[config.mk]
export PLATFORM = sky130hd
export DESIGN_NAME = ysyx_22050710_exe_stage
export DESIGN_NICKNAME = d
export VERILOG_FILES = /design/src/rtl/ysyx_22050710_exe_stage_pkg.sv /design/src/rtl/ysyx_22050710_exe_stage_alu.sv /design/src/rtl/ysyx_22050710_exe_stage.sv
export SDC_FILE = /design/constraint.sdc
export NUM_CORES = 2
export LEC_CHECK = 0
export ABC_AREA = 1
export BUFFER_PORTS_ARGS = -buffer_cell sky130_fd_sc_hd__buf_2
export CORE_AREA = 2 2 392 394
export DETAILED_ROUTE_END_ITERATION = 16
export DIE_AREA = 0 0 394 396
export PLACE_DENSITY = 0.5
export SYNTH_ARGS = -nofsm -noshare
export SYNTH_HDL_FRONTEND = slang
export SYNTH_HIERARCHICAL = 1
export SYNTH_SLANG_ARGS = --single-unit
[constraint.sdc]
create_clock -name i_clk -period 4.8 [get_ports i_clk]
set_input_delay 0.96 -clock i_clk [delete_from_list [all_inputs] [get_ports i_clk]]
set_output_delay 0.96 -clock i_clk [all_outputs]
set_load 0.005 [all_outputs]
[src/rtl/ysyx_22050710_exe_stage_pkg.sv]
// Shared widths, bus layouts, ALU op bits and request-FSM codes for the execute stage.
package ysyx_22050710_exe_stage_pkg;

    localparam int WORD_WD      = 64;
    localparam int GPR_ADDR_WD  = 5;
    localparam int CSR_ADDR_WD  = 12;
    localparam int ALU_OP_WD    = 16;
    localparam int SRAM_DATA_WD = 64;
    localparam int STRB_WD      = SRAM_DATA_WD / 8;

    localparam int OP_ADD  = 0;
    localparam int OP_SUB  = 1;
    localparam int OP_SLT  = 2;
    localparam int OP_SLTU = 3;
    localparam int OP_AND  = 4;
    localparam int OP_OR   = 5;
    localparam int OP_XOR  = 6;
    localparam int OP_SLL  = 7;
    localparam int OP_SRL  = 8;
    localparam int OP_SRA  = 9;
    localparam int OP_LUI  = 10;
    localparam int OP_ADDW = 11;
    localparam int OP_SUBW = 12;
    localparam int OP_SLLW = 13;
    localparam int OP_SRLW = 14;
    localparam int OP_SRAW = 15;

    localparam logic [1:0] SIZE_B = 2'b00;
    localparam logic [1:0] SIZE_H = 2'b01;
    localparam logic [1:0] SIZE_W = 2'b10;
    localparam logic [1:0] SIZE_D = 2'b11;

    localparam logic [1:0] ST_IDLE      = 2'd0;
    localparam logic [1:0] ST_WAIT_ADDR = 2'd1;
    localparam logic [1:0] ST_SENT      = 2'd2;

    typedef struct packed {
        logic [ALU_OP_WD-1:0]   alu_op;
        logic [WORD_WD-1:0]     src1;
        logic [WORD_WD-1:0]     src2;
        logic [WORD_WD-1:0]     rs2_data;
        logic [GPR_ADDR_WD-1:0] rd;
        logic [CSR_ADDR_WD-1:0] csr;
        logic                   gpr_wen;
        logic                   csr_wen;
        logic                   mem_ren;
        logic                   mem_wen;
        logic [2:0]             mem_op;
        logic                   csr_inst_sel;
        logic [WORD_WD-1:0]     csrrdata;
        logic [WORD_WD-1:0]     csr_result;
    } ds_to_es_t;

    typedef struct packed {
        logic [GPR_ADDR_WD-1:0] rd;
        logic [CSR_ADDR_WD-1:0] csr;
        logic                   gpr_wen;
        logic                   csr_wen;
        logic                   mem_ren;
        logic                   mem_wen;
        logic [2:0]             mem_op;
        logic                   csr_inst_sel;
        logic [WORD_WD-1:0]     csrrdata;
        logic [WORD_WD-1:0]     alu_result;
        logic [WORD_WD-1:0]     csr_result;
    } es_to_ms_t;

    typedef struct packed {
        logic [GPR_ADDR_WD-1:0] rd;
        logic [WORD_WD-1:0]     gpr_result;
        logic [CSR_ADDR_WD-1:0] csr;
        logic [WORD_WD-1:0]     csr_result;
    } bypass_t;

    localparam int DS_TO_ES_BUS_WD = $bits(ds_to_es_t);
    localparam int ES_TO_MS_BUS_WD = $bits(es_to_ms_t);
    localparam int BYPASS_BUS_WD   = $bits(bypass_t);

    function automatic logic [STRB_WD-1:0] size_mask(input logic [1:0] size);
        case (size)
            SIZE_B:  return 8'h01;
            SIZE_H:  return 8'h03;
            SIZE_W:  return 8'h0f;
            default: return 8'hff;
        endcase
    endfunction

    // Low address bits that must be zero for a naturally aligned access.
    function automatic logic [2:0] align_bits(input logic [1:0] size);
        case (size)
            SIZE_B:  return 3'b000;
            SIZE_H:  return 3'b001;
            SIZE_W:  return 3'b011;
            default: return 3'b111;
        endcase
    endfunction

    function automatic logic [WORD_WD-1:0] sext32(input logic [31:0] v);
        return {{(WORD_WD-32){v[31]}}, v};
    endfunction

endpackage

[src/rtl/ysyx_22050710_exe_stage_alu.sv]
// Combinational ALU: one-hot op select, 64-bit ops plus 32-bit W variants sign-extended.
module ysyx_22050710_exe_stage_alu
    import ysyx_22050710_exe_stage_pkg::*;
(
    input  logic [ALU_OP_WD-1:0] alu_op,
    input  logic [WORD_WD-1:0]   src1,
    input  logic [WORD_WD-1:0]   src2,
    output logic [WORD_WD-1:0]   result
);
    logic [WORD_WD-1:0] sum, diff, sll, srl, sra;
    logic [31:0]        sum_w, diff_w, sll_w, srl_w, sra_w;
    logic               slt, sltu;
    logic [5:0]         shamt;
    logic [4:0]         shamt_w;

    assign shamt   = src2[5:0];
    assign shamt_w = src2[4:0];
    assign sum     = src1 + src2;
    assign diff    = src1 - src2;
    assign slt     = $signed(src1) < $signed(src2);
    assign sltu    = src1 < src2;
    assign sll     = src1 << shamt;
    assign srl     = src1 >> shamt;
    assign sra     = $signed(src1) >>> shamt;
    assign sum_w   = src1[31:0] + src2[31:0];
    assign diff_w  = src1[31:0] - src2[31:0];
    assign sll_w   = src1[31:0] << shamt_w;
    assign srl_w   = src1[31:0] >> shamt_w;
    assign sra_w   = $signed(src1[31:0]) >>> shamt_w;

    always_comb begin
        result = '0;
        if (alu_op[OP_ADD])  result = result | sum;
        if (alu_op[OP_SUB])  result = result | diff;
        if (alu_op[OP_SLT])  result = result | {{(WORD_WD-1){1'b0}}, slt};
        if (alu_op[OP_SLTU]) result = result | {{(WORD_WD-1){1'b0}}, sltu};
        if (alu_op[OP_AND])  result = result | (src1 & src2);
        if (alu_op[OP_OR])   result = result | (src1 | src2);
        if (alu_op[OP_XOR])  result = result | (src1 ^ src2);
        if (alu_op[OP_SLL])  result = result | sll;
        if (alu_op[OP_SRL])  result = result | srl;
        if (alu_op[OP_SRA])  result = result | sra;
        if (alu_op[OP_LUI])  result = result | src2;
        if (alu_op[OP_ADDW]) result = result | sext32(sum_w);
        if (alu_op[OP_SUBW]) result = result | sext32(diff_w);
        if (alu_op[OP_SLLW]) result = result | sext32(sll_w);
        if (alu_op[OP_SRLW]) result = result | sext32(srl_w);
        if (alu_op[OP_SRAW]) result = result | sext32(sra_w);
    end

endmodule

[src/rtl/ysyx_22050710_exe_stage.sv]
// Execute stage: registers the decode bus, runs the ALU, issues data-sram requests
// and drives the es->ms and bypass buses.
module ysyx_22050710_exe_stage
    import ysyx_22050710_exe_stage_pkg::*;
#(
    parameter int DEBUG_BUS_WD = 64
) (
    input  logic                       i_clk,
    input  logic                       i_rst,
    input  logic                       i_ms_allowin,
    output logic                       o_es_allowin,
    input  logic                       i_ds_to_es_valid,
    input  logic [DS_TO_ES_BUS_WD-1:0] i_ds_to_es_bus,
    output logic                       o_es_to_ms_valid,
    output logic [ES_TO_MS_BUS_WD-1:0] o_es_to_ms_bus,
    output logic                       o_data_sram_req,
    output logic                       o_data_sram_wr,
    output logic [1:0]                 o_data_sram_size,
    output logic [WORD_WD-1:0]         o_data_sram_addr,
    output logic [STRB_WD-1:0]         o_data_sram_wstrb,
    output logic [SRAM_DATA_WD-1:0]    o_data_sram_wdata,
    input  logic                       i_data_sram_addr_ok,
    output logic [BYPASS_BUS_WD-1:0]   o_es_to_ds_bypass_bus,
    output logic                       o_es_load_pending,
    input  logic [DEBUG_BUS_WD-1:0]    i_debug_ds_to_es_bus,
    output logic [DEBUG_BUS_WD-1:0]    o_debug_es_to_ms_bus
);
    ds_to_es_t                es_r;
    es_to_ms_t                ms_bus;
    bypass_t                  bypass;
    logic [DEBUG_BUS_WD-1:0]  debug_r;
    logic [1:0]               state, state_nxt;
    logic                     es_valid, es_ready_go, mem;
    logic [WORD_WD-1:0]       alu_result;

    assign mem              = es_r.mem_ren | es_r.mem_wen;
    assign o_es_allowin     = !es_valid || (es_ready_go && i_ms_allowin);
    assign o_es_to_ms_valid = es_valid && es_ready_go;

    always_ff @(posedge i_clk or negedge i_rst) begin
        if (!i_rst)            es_valid <= 1'b0;
        else if (o_es_allowin) es_valid <= i_ds_to_es_valid;
    end

    always_ff @(posedge i_clk or negedge i_rst) begin
        if (!i_rst) begin
            es_r    <= '0;
            debug_r <= '0;
        end else if (i_ds_to_es_valid && o_es_allowin) begin
            es_r    <= i_ds_to_es_bus;
            debug_r <= i_debug_ds_to_es_bus;
        end
    end

    ysyx_22050710_exe_stage_alu u_alu (
        .alu_op (es_r.alu_op),
        .src1   (es_r.src1),
        .src2   (es_r.src2),
        .result (alu_result)
    );

    // First assertion waits for ms to have room, so ms never sees two requests in flight.
    always_comb begin
        state_nxt       = state;
        es_ready_go     = 1'b1;
        o_data_sram_req = 1'b0;
        if (es_valid && mem) begin
            case (state)
                ST_IDLE: begin
                    o_data_sram_req = i_ms_allowin;
                    es_ready_go     = i_ms_allowin && i_data_sram_addr_ok;
                    if (i_ms_allowin && !i_data_sram_addr_ok) state_nxt = ST_WAIT_ADDR;
                end
                ST_WAIT_ADDR: begin
                    o_data_sram_req = 1'b1;
                    es_ready_go     = i_data_sram_addr_ok;
                    if (i_data_sram_addr_ok) state_nxt = i_ms_allowin ? ST_IDLE : ST_SENT;
                end
                ST_SENT: begin
                    if (i_ms_allowin) state_nxt = ST_IDLE;
                end
                default: state_nxt = ST_IDLE;
            endcase
        end
    end

    always_ff @(posedge i_clk or negedge i_rst) begin
        if (!i_rst) state <= ST_IDLE;
        else        state <= state_nxt;
    end

    assign o_data_sram_wr   = es_r.mem_wen;
    assign o_data_sram_size = es_r.mem_op[1:0];
    assign o_data_sram_addr = alu_result;

    always_comb begin
        o_data_sram_wstrb = es_r.mem_wen ? (size_mask(o_data_sram_size) << o_data_sram_addr[2:0]) : '0;
        case (o_data_sram_size)
            SIZE_B:  o_data_sram_wdata = {8{es_r.rs2_data[7:0]}};
            SIZE_H:  o_data_sram_wdata = {4{es_r.rs2_data[15:0]}};
            SIZE_W:  o_data_sram_wdata = {2{es_r.rs2_data[31:0]}};
            default: o_data_sram_wdata = es_r.rs2_data;
        endcase
    end

    a_aligned: assert property (@(posedge i_clk) disable iff (!i_rst)
        o_data_sram_req |-> ((o_data_sram_addr[2:0] & align_bits(o_data_sram_size)) == 3'b000));

    always_comb begin
        ms_bus.rd           = es_r.rd;
        ms_bus.csr          = es_r.csr;
        ms_bus.gpr_wen      = es_r.gpr_wen;
        ms_bus.csr_wen      = es_r.csr_wen;
        ms_bus.mem_ren      = es_r.mem_ren;
        ms_bus.mem_wen      = es_r.mem_wen;
        ms_bus.mem_op       = es_r.mem_op;
        ms_bus.csr_inst_sel = es_r.csr_inst_sel;
        ms_bus.csrrdata     = es_r.csrrdata;
        ms_bus.alu_result   = alu_result;
        ms_bus.csr_result   = es_r.csr_result;
    end

    assign o_es_to_ms_bus       = ms_bus;
    assign o_debug_es_to_ms_bus = debug_r;

    // Loads forward their address here; decode must use load_pending to stall instead.
    always_comb begin
        bypass = '0;
        if (es_valid && !es_r.mem_wen) begin
            if (es_r.gpr_wen) begin
                bypass.rd         = es_r.rd;
                bypass.gpr_result = es_r.csr_inst_sel ? es_r.csrrdata : alu_result;
            end
            if (es_r.csr_wen) begin
                bypass.csr        = es_r.csr;
                bypass.csr_result = es_r.csr_result;
            end
        end
    end

    assign o_es_to_ds_bypass_bus = bypass;
    assign o_es_load_pending     = es_valid && es_r.mem_ren;

endmodule

== After elaboration in Yosys (flattened, before gate mapping) ==
Index checks and enable logic that the tools add are counted.
Storage, ports and cells
  register bits: 428
  input port bits: 430
Cells by class
  add/sub/neg operators: 4
  magnitude comparators: 2
  eq/ne operators: 7
  shift operators: 7
  multiplexer cells: 32
  bitwise operators: 19
  reduce and logical (&&, ||, !) cells: 15
Operators with widths (number)
  2-to-1 mux 64 bit: 17
  bitwise OR 64 bit: 14
  one-hot mux 64 bit (3 select lines): 1
  2-to-1 mux 145 bit: 1
  < comparator 64 bit: 2
  bitwise OR 64 x 1 -> 64 bit: 2
  2-to-1 mux 76 bit: 1
  2-to-1 mux 69 bit: 1
  adder 64 bit: 1
  AND 64 bit: 1
  left shift 64 x 6 -> 64 bit: 1
  right shift 64 x 6 -> 64 bit: 1
  >>> shifter 64 x 6 -> 64 bit: 1
  subtractor 64 bit: 1
  XOR 64 bit: 1
  adder 32 bit: 1
  left shift 32 x 5 -> 32 bit: 1
  right shift 32 x 5 -> 32 bit: 1
  >>> shifter 32 x 5 -> 32 bit: 1
  subtractor 32 bit: 1
  one-hot mux 8 bit (3 select lines): 1
  logical AND 1 bit: 8
  2-to-1 mux 2 bit: 4
  2-to-1 mux 8 bit: 1
  12 further kinds: 21

== Depth between registers and ports, before layout ==
  word-level depth: 35
  depth in mapped cells: 26

== Hierarchy ==
The synthesis kept the hierarchy.
By module, submodules not included
  ysyx_22050710_exe_stage_alu: times used 1, cells an instance 5015, area each 24064.3 um^2, sequential area each 0.0 um^2
  ysyx_22050710_exe_stage: times used 1, cells an instance 2698, area each 20933.8 um^2, sequential area each 10710.3 um^2

== Least setup slack after synthesis ==
OpenSTA, ideal clock, no wires.
  path kind: register to output
  from: register es_r[221] in the netlist's numbering
  to: output o_data_sram_wstrb[6]
  arrival time: 3.560 ns
  data required time: 3.840 ns
  setup slack: 0.280 ns
  stages on the path, launching flop included: 22
  cell sequence: dfrtp_1 inv_1 clkbuf_1 clkbuf_1 clkbuf_1 ha_1 buf_2 nor2_1 nand2_1 o21ai_1 nand2_1 nand2_1 nand2_1 nand2_1 nand3b_1 nand3_1 nand3_1 nand2_1 inv_1 o21ai_0 o21ai_0 a21oi_1
Between the ends
  cells in the longest elaborated chain, start to end: 31
RTL lines
  start: declaration: RTL line ysyx_22050710_exe_stage.sv:28  | ds_to_es_t es_r;
  start signal: assignment: RTL line ysyx_22050710_exe_stage.sv:50  | es_r <= i_ds_to_es_bus;
  < comparator 64 bit: RTL line ysyx_22050710_exe_stage_alu.sv:20  | assign slt = $signed(src1) < $signed(src2);
  bitwise OR 64 x 1 -> 64 bit: RTL line ysyx_22050710_exe_stage_alu.sv:35  | if (alu_op[OP_SLT]) result = result | {{(WORD_WD-1){1'b0}}, slt};
  2-to-1 mux 64 bit: RTL line ysyx_22050710_exe_stage_alu.sv:35
  bitwise OR 64 x 1 -> 64 bit: RTL line ysyx_22050710_exe_stage_alu.sv:36  | if (alu_op[OP_SLTU]) result = result | {{(WORD_WD-1){1'b0}}, sltu};
  2-to-1 mux 64 bit: RTL line ysyx_22050710_exe_stage_alu.sv:36
  bitwise OR 64 bit: RTL line ysyx_22050710_exe_stage_alu.sv:37  | if (alu_op[OP_AND]) result = result | (src1 & src2);
  2-to-1 mux 64 bit: RTL line ysyx_22050710_exe_stage_alu.sv:37
  bitwise OR 64 bit: RTL line ysyx_22050710_exe_stage_alu.sv:38  | if (alu_op[OP_OR]) result = result | (src1 | src2);
  (+16 left out)
  2-to-1 mux 64 bit: RTL line ysyx_22050710_exe_stage_alu.sv:46  | if (alu_op[OP_SLLW]) result = result | sext32(sll_w);
  bitwise OR 64 bit: RTL line ysyx_22050710_exe_stage_alu.sv:47  | if (alu_op[OP_SRLW]) result = result | sext32(srl_w);
  2-to-1 mux 64 bit: RTL line ysyx_22050710_exe_stage_alu.sv:47
  bitwise OR 64 bit: RTL line ysyx_22050710_exe_stage_alu.sv:48  | if (alu_op[OP_SRAW]) result = result | sext32(sra_w);
  2-to-1 mux 64 bit (*): RTL line ysyx_22050710_exe_stage_alu.sv:48
  named net o_data_sram_addr[0]: RTL line ysyx_22050710_exe_stage.sv:19  | output logic [WORD_WD-1:0] o_data_sram_addr,
  left shift 8 x 3 -> 8 bit (*): RTL line ysyx_22050710_exe_stage.sv:97  | o_data_sram_wstrb = es_r.mem_wen ? (size_mask(o_data_sram_size) << o_data_sram_addr[2:0]) : '0;
  2-to-1 mux 8 bit (*): RTL line ysyx_22050710_exe_stage.sv:97
  end: declaration: RTL line ysyx_22050710_exe_stage.sv:20  | output logic [STRB_WD-1:0] o_data_sram_wstrb,
The timed path passes the listed nets; every way through them passes the cells marked *.

== Worst setup path in the final report ==
  from: register es_r[222] in the netlist's numbering
  to: output o_es_to_ds_bypass_bus[94]
Between the ends
  cells in the longest elaborated chain, start to end: 35
RTL lines
  adder 64 bit: RTL line ysyx_22050710_exe_stage_alu.sv:18  | assign sum = src1 + src2;
  2-to-1 mux 64 bit: RTL line ysyx_22050710_exe_stage_alu.sv:33  | if (alu_op[OP_ADD]) result = result | sum;
  bitwise OR 64 bit: RTL line ysyx_22050710_exe_stage_alu.sv:34  | if (alu_op[OP_SUB]) result = result | diff;
  2-to-1 mux 64 bit: RTL line ysyx_22050710_exe_stage_alu.sv:34
  bitwise OR 64 x 1 -> 64 bit: RTL line ysyx_22050710_exe_stage_alu.sv:35
  2-to-1 mux 64 bit: RTL line ysyx_22050710_exe_stage_alu.sv:35
  bitwise OR 64 x 1 -> 64 bit: RTL line ysyx_22050710_exe_stage_alu.sv:36
  2-to-1 mux 64 bit: RTL line ysyx_22050710_exe_stage_alu.sv:36
  (+19 left out)
  2-to-1 mux 64 bit (*): RTL line ysyx_22050710_exe_stage_alu.sv:46
  bitwise OR 64 bit: RTL line ysyx_22050710_exe_stage_alu.sv:47
  2-to-1 mux 64 bit (*): RTL line ysyx_22050710_exe_stage_alu.sv:47
  bitwise OR 64 bit: RTL line ysyx_22050710_exe_stage_alu.sv:48
  2-to-1 mux 64 bit (*): RTL line ysyx_22050710_exe_stage_alu.sv:48
  2-to-1 mux 64 bit (*): RTL line ysyx_22050710_exe_stage.sv:132  | bypass.gpr_result = es_r.csr_inst_sel ? es_r.csrrdata : alu_result;
  2-to-1 mux 69 bit (*): RTL line ysyx_22050710_exe_stage.sv:130  | if (es_r.gpr_wen) begin
  2-to-1 mux 145 bit (*): RTL line ysyx_22050710_exe_stage.sv:129  | if (es_valid && !es_r.mem_wen) begin
  end: declaration: RTL line ysyx_22050710_exe_stage.sv:23  | output logic [BYPASS_BUS_WD-1:0] o_es_to_ds_bypass_bus,
Mark *: on every way between the ends. The rest lies on a longest branch, timed or not.

==> summary by stage <==
Layout
Once layout is done, the placed cells without fillers occupy 61100 um^2. The post-layout net count is 9438. The proportion of layout cells with a drive suffix above 1 is 0.301. Compared with the post-synthesis result, the final layout area differs by 35.7%. The filler cell count in the final layout is 17100.

STA
The count of final hold-check violations was 0. The achievable clock frequency is 0.205 GHz. After routing, the total negative slack on setup checks comes to -371 ps. Setup slack on the critical path of the routed design comes to -71.6 ps. In the finished design, the share of the clock period the worst path needs comes to 1.01.

The clock arrives with 34.6 ps of skew. Counting I/O delays and the setup requirement, the final critical path takes 4870 ps. For the pin with the worst max-slew slack, the measured transition is 1210 ps.

Setup repair after global routing could not meet its margin everywhere. Headroom to the max-slew limit came out at 0.191. The number of max-slew violations in the final report came to 0. The final setup violation count is 14.

Critical path
The worst register-to-register path ends at es_r[220]. The critical path is of the reg -> out type. STA classifies the critical path endpoint as an output port. At the worst endpoint, the required time is 3840 ps. The worst setup path is launched from a register. The worst reg2reg path startpoint is o_data_sram_wr. Setup slack on the worst reg-to-reg path comes out at 1830 ps. The worst-case reg-to-reg path depth is 11. The critical path data arrival time is 3910 ps.

The critical-path maximum fanout is 6. The capture point of the worst path is o_es_to_ds_bypass_bus[94]. The critical path launch point is es_r[222].

Place
At the placement stage, the worst setup path has a slack of -150 ps. At the end of routability-driven placement, the weighted congestion stood at 1.10. Summing all placed instances gives a cell area of 53700 um^2. The detailed placer's ending HPWL is 283 mm. Buffers placed on the I/O ports in this run total 998.

Synthesis
The number of instances in the synthesized netlist is 7713. The average cell area after synthesis is 5.83 um^2. In the synthesized netlist the async set-or-reset flop fraction comes to 1.00. Yosys printed 6 warnings. The leading register cell type out of synthesis is sky130_fd_sc_hd__dfrtp_1. The combined area of all synthesized cells is 45000 um^2.

Synthesis inferred 428 register bits. Yosys mapped a number of flops with a built-in enable equal to 0. Counting every net in the synthesized netlist gives 8338. The number of different library cells used by synthesis comes to 59.

The share of synthesized area occupied by flip-flops and latches is 0.238.

Die
The floorplan step defined a die boundary enclosing 156000 um^2. The vertical die dimension is 396 um. The initial utilization of the core area, before any placement, comes to 0.297. The number of primary I/O pins is 999. The width of the chip is 394 um. The initialized floorplan defines 143 standard-cell rows. The area of the placeable core is 152000 um^2.

Global routing
For this run the aggregate overflow at the end of global routing stands at 0. The number of antenna violations at the first check in global routing is 44. The number of global-route vias before repair is 56500. The wire length of the first global-routing pass is 463 mm. Entering global routing, the biggest net connects 150 pins.

Across every metal layer, demand over resource in global routing totals 0.423.

CTS
The cell sitting at the root of the clock tree is a sky130_fd_sc_hd__clkbuf_16. The post-CTS clock slew at the launch and capture registers of the worst setup and hold paths is 60 ps. The number of CTS-inserted buffers is 56.

The number of hold-repair buffers added at the cts stage is 0. The source-to-sink clock delay at the later pin of the worst-skew pair is 740 ps. The count of clock tree sinks is 428. The H-tree depth is 2. The TritonCTS clock tree is done. The largest buffer count on any clock path is 3.

Drt
The overall via count from detail_route is 60700. In the final routed layout, each cell accounts on average for 31.9 um. The detail route stage leaves a number of antenna-violating nets equal to 0.

The ratio of routed vias to standard cells is 5.57. After the first detailed-routing iteration, the DRC count stood at 7957. Wires add up to 348 mm. The pre-antenna-repair detailed-routing pass consisted of 7 iterations.

The number of remaining DRC errors is 0.

Status
The checks that failed: setup timing. The flow ran to the end, but the final reports show violations.

Job
The tool flagged a number of max-cap violations equal to 0.

Min path
In this run the worst hold path is classified as in -> async.
-- cell usage in the layout, fill, tap and decap left out, drive strengths merged, types with 15 or more instances in the layout --
master	instances
clkbuf	83
o22ai	55
nor2	604
a221oi	22
clkinv	25
buf	1687
nand2	2668
dfrtp	428
inv	701
nor3	55
o211ai	59
o21ai	326
nand3	1361
and2	22
ha	193
diode	15
a21oi	343
nand4	76
o21bai	23
-- critical path, cell delays in order, from the launching register on --
cell                      delay, ps
sky130_fd_sc_hd__dfrtp_1        380
sky130_fd_sc_hd__buf_4          210
sky130_fd_sc_hd__nor2_1         180
sky130_fd_sc_hd__inv_1           80
sky130_fd_sc_hd__nand2_1        370
sky130_fd_sc_hd__inv_1          320
sky130_fd_sc_hd__buf_4          250
sky130_fd_sc_hd__a21oi_1        430
sky130_fd_sc_hd__o21ai_0        180
sky130_fd_sc_hd__nand2_1        110
sky130_fd_sc_hd__nor2_1          60
sky130_fd_sc_hd__buf_4          150
sky130_fd_sc_hd__nand2_2        100
sky130_fd_sc_hd__nand2_1         60
sky130_fd_sc_hd__a21oi_1        120
sky130_fd_sc_hd__buf_2          160
-- timing repair --
action / CTS / global route
pin swaps: 66 / 134
buffers inserted: 45 / 86
resized for setup: 462 / 678
endpoints found under the setup margin: 188 / 158
cloned: 13 / 5
-- Yosys cell counts (10+ instances only) --
library cell	n	area, um^2
sky130_fd_sc_hd__buf_1	65	244
sky130_fd_sc_hd__dfrtp_1	428	10700
sky130_fd_sc_hd__o21ai_0	299	1500
sky130_fd_sc_hd__o2111ai_1	11	96.3
sky130_fd_sc_hd__ha_1	193	2410
sky130_fd_sc_hd__nor3_1	55	275
sky130_fd_sc_hd__nor2_1	597	2240
sky130_fd_sc_hd__nand2_2	13	81.3
sky130_fd_sc_hd__nand3_1	1349	6750
sky130_fd_sc_hd__o22ai_1	55	344
sky130_fd_sc_hd__nand2_1	2650	9950
sky130_fd_sc_hd__o211ai_1	54	405
sky130_fd_sc_hd__clkbuf_1	180	676
sky130_fd_sc_hd__a31oi_1	10	62.6
sky130_fd_sc_hd__inv_2	14	52.6
sky130_fd_sc_hd__buf_4	243	1820
sky130_fd_sc_hd__buf_2	158	791
sky130_fd_sc_hd__inv_1	695	2610
sky130_fd_sc_hd__and2_1	22	138
sky130_fd_sc_hd__nand3_2	10	100
sky130_fd_sc_hd__o21bai_1	23	173
sky130_fd_sc_hd__nand4_1	76	475
sky130_fd_sc_hd__a21oi_1	341	1710
sky130_fd_sc_hd__a221oi_1	22	193
sky130_fd_sc_hd__o21ai_1	24	120
-- metrics by stage --
step	hold slack, ps	utilization	cells
floorplan	440	-	7713
global placement	449	0.354	10600
detailed placement	454	0.354	10600
CTS	313	0.382	10800
global route	279	0.403	10900
finish	199	0.403	10900
-- final cells by class --
type                    count  area, um^2  area share
diodes                     15        37.5    0.000615
clock buffers              78        1630      0.0266
clock inverters            25         273     0.00447
inverters                 716        2790      0.0457
multi-input cells        5910       31400       0.514
flip-flops and latches    428       10800       0.177
well taps                2030        2540      0.0416
repair buffers           1701       11600       0.191
-- metal layers --
metal | GRT usage | up-vias | share of wire
li1 | - | 27100 | -
met1 | 0.508 | 29200 | 0.38
met2 | 0.644 | 3541 | 0.42
met3 | 0.0849 | 865 | 0.089
met4 | 0.375 | 52 | 0.11
met5 | 0 | - | 0.00089
-- cell families after synthesis --
logic type      synth area share
flops                      0.238
buf+inv                    0.141
compound gates             0.113
simple gates               0.451
xor+xnor                 0.00117
mux                     0.000222
fa+ha+maj                 0.0546
-- state kept, by name (all words and copies together) (netlist names) --
name	flops
o_data_sram_size	2
o_data_sram_wr	1
state	2
o_debug_es_to_ms_bus	64
es_r	208
o_es_to_ms_bus	150
es_valid	1
-- worst min-delay path by stage --
| stage | from | endpoint | slack, ps | depth (start not counted) |
|---|---|---|---|---|
| 2_1_floorplan | es_r[345] | es_r[345] | 440 | 2 |
| 3_3_place_gp | o_debug_es_to_ms_bus[5] | o_debug_es_to_ms_bus[5] | 450 | 2 |
| 3_5_place_dp | o_debug_es_to_ms_bus[11] | o_debug_es_to_ms_bus[11] | 450 | 2 |
| 4_1_cts | i_rst | es_r[308] | 310 | 1 |
| 5_1_grt | i_rst | o_debug_es_to_ms_bus[58] | 280 | 1 |
| 6_report | i_rst | o_debug_es_to_ms_bus[58] | 200 | 1 |
Power is left out: the tool's default activity adds up to more than one toggle a clock period on the data nets, which glitch-free logic cannot reach.
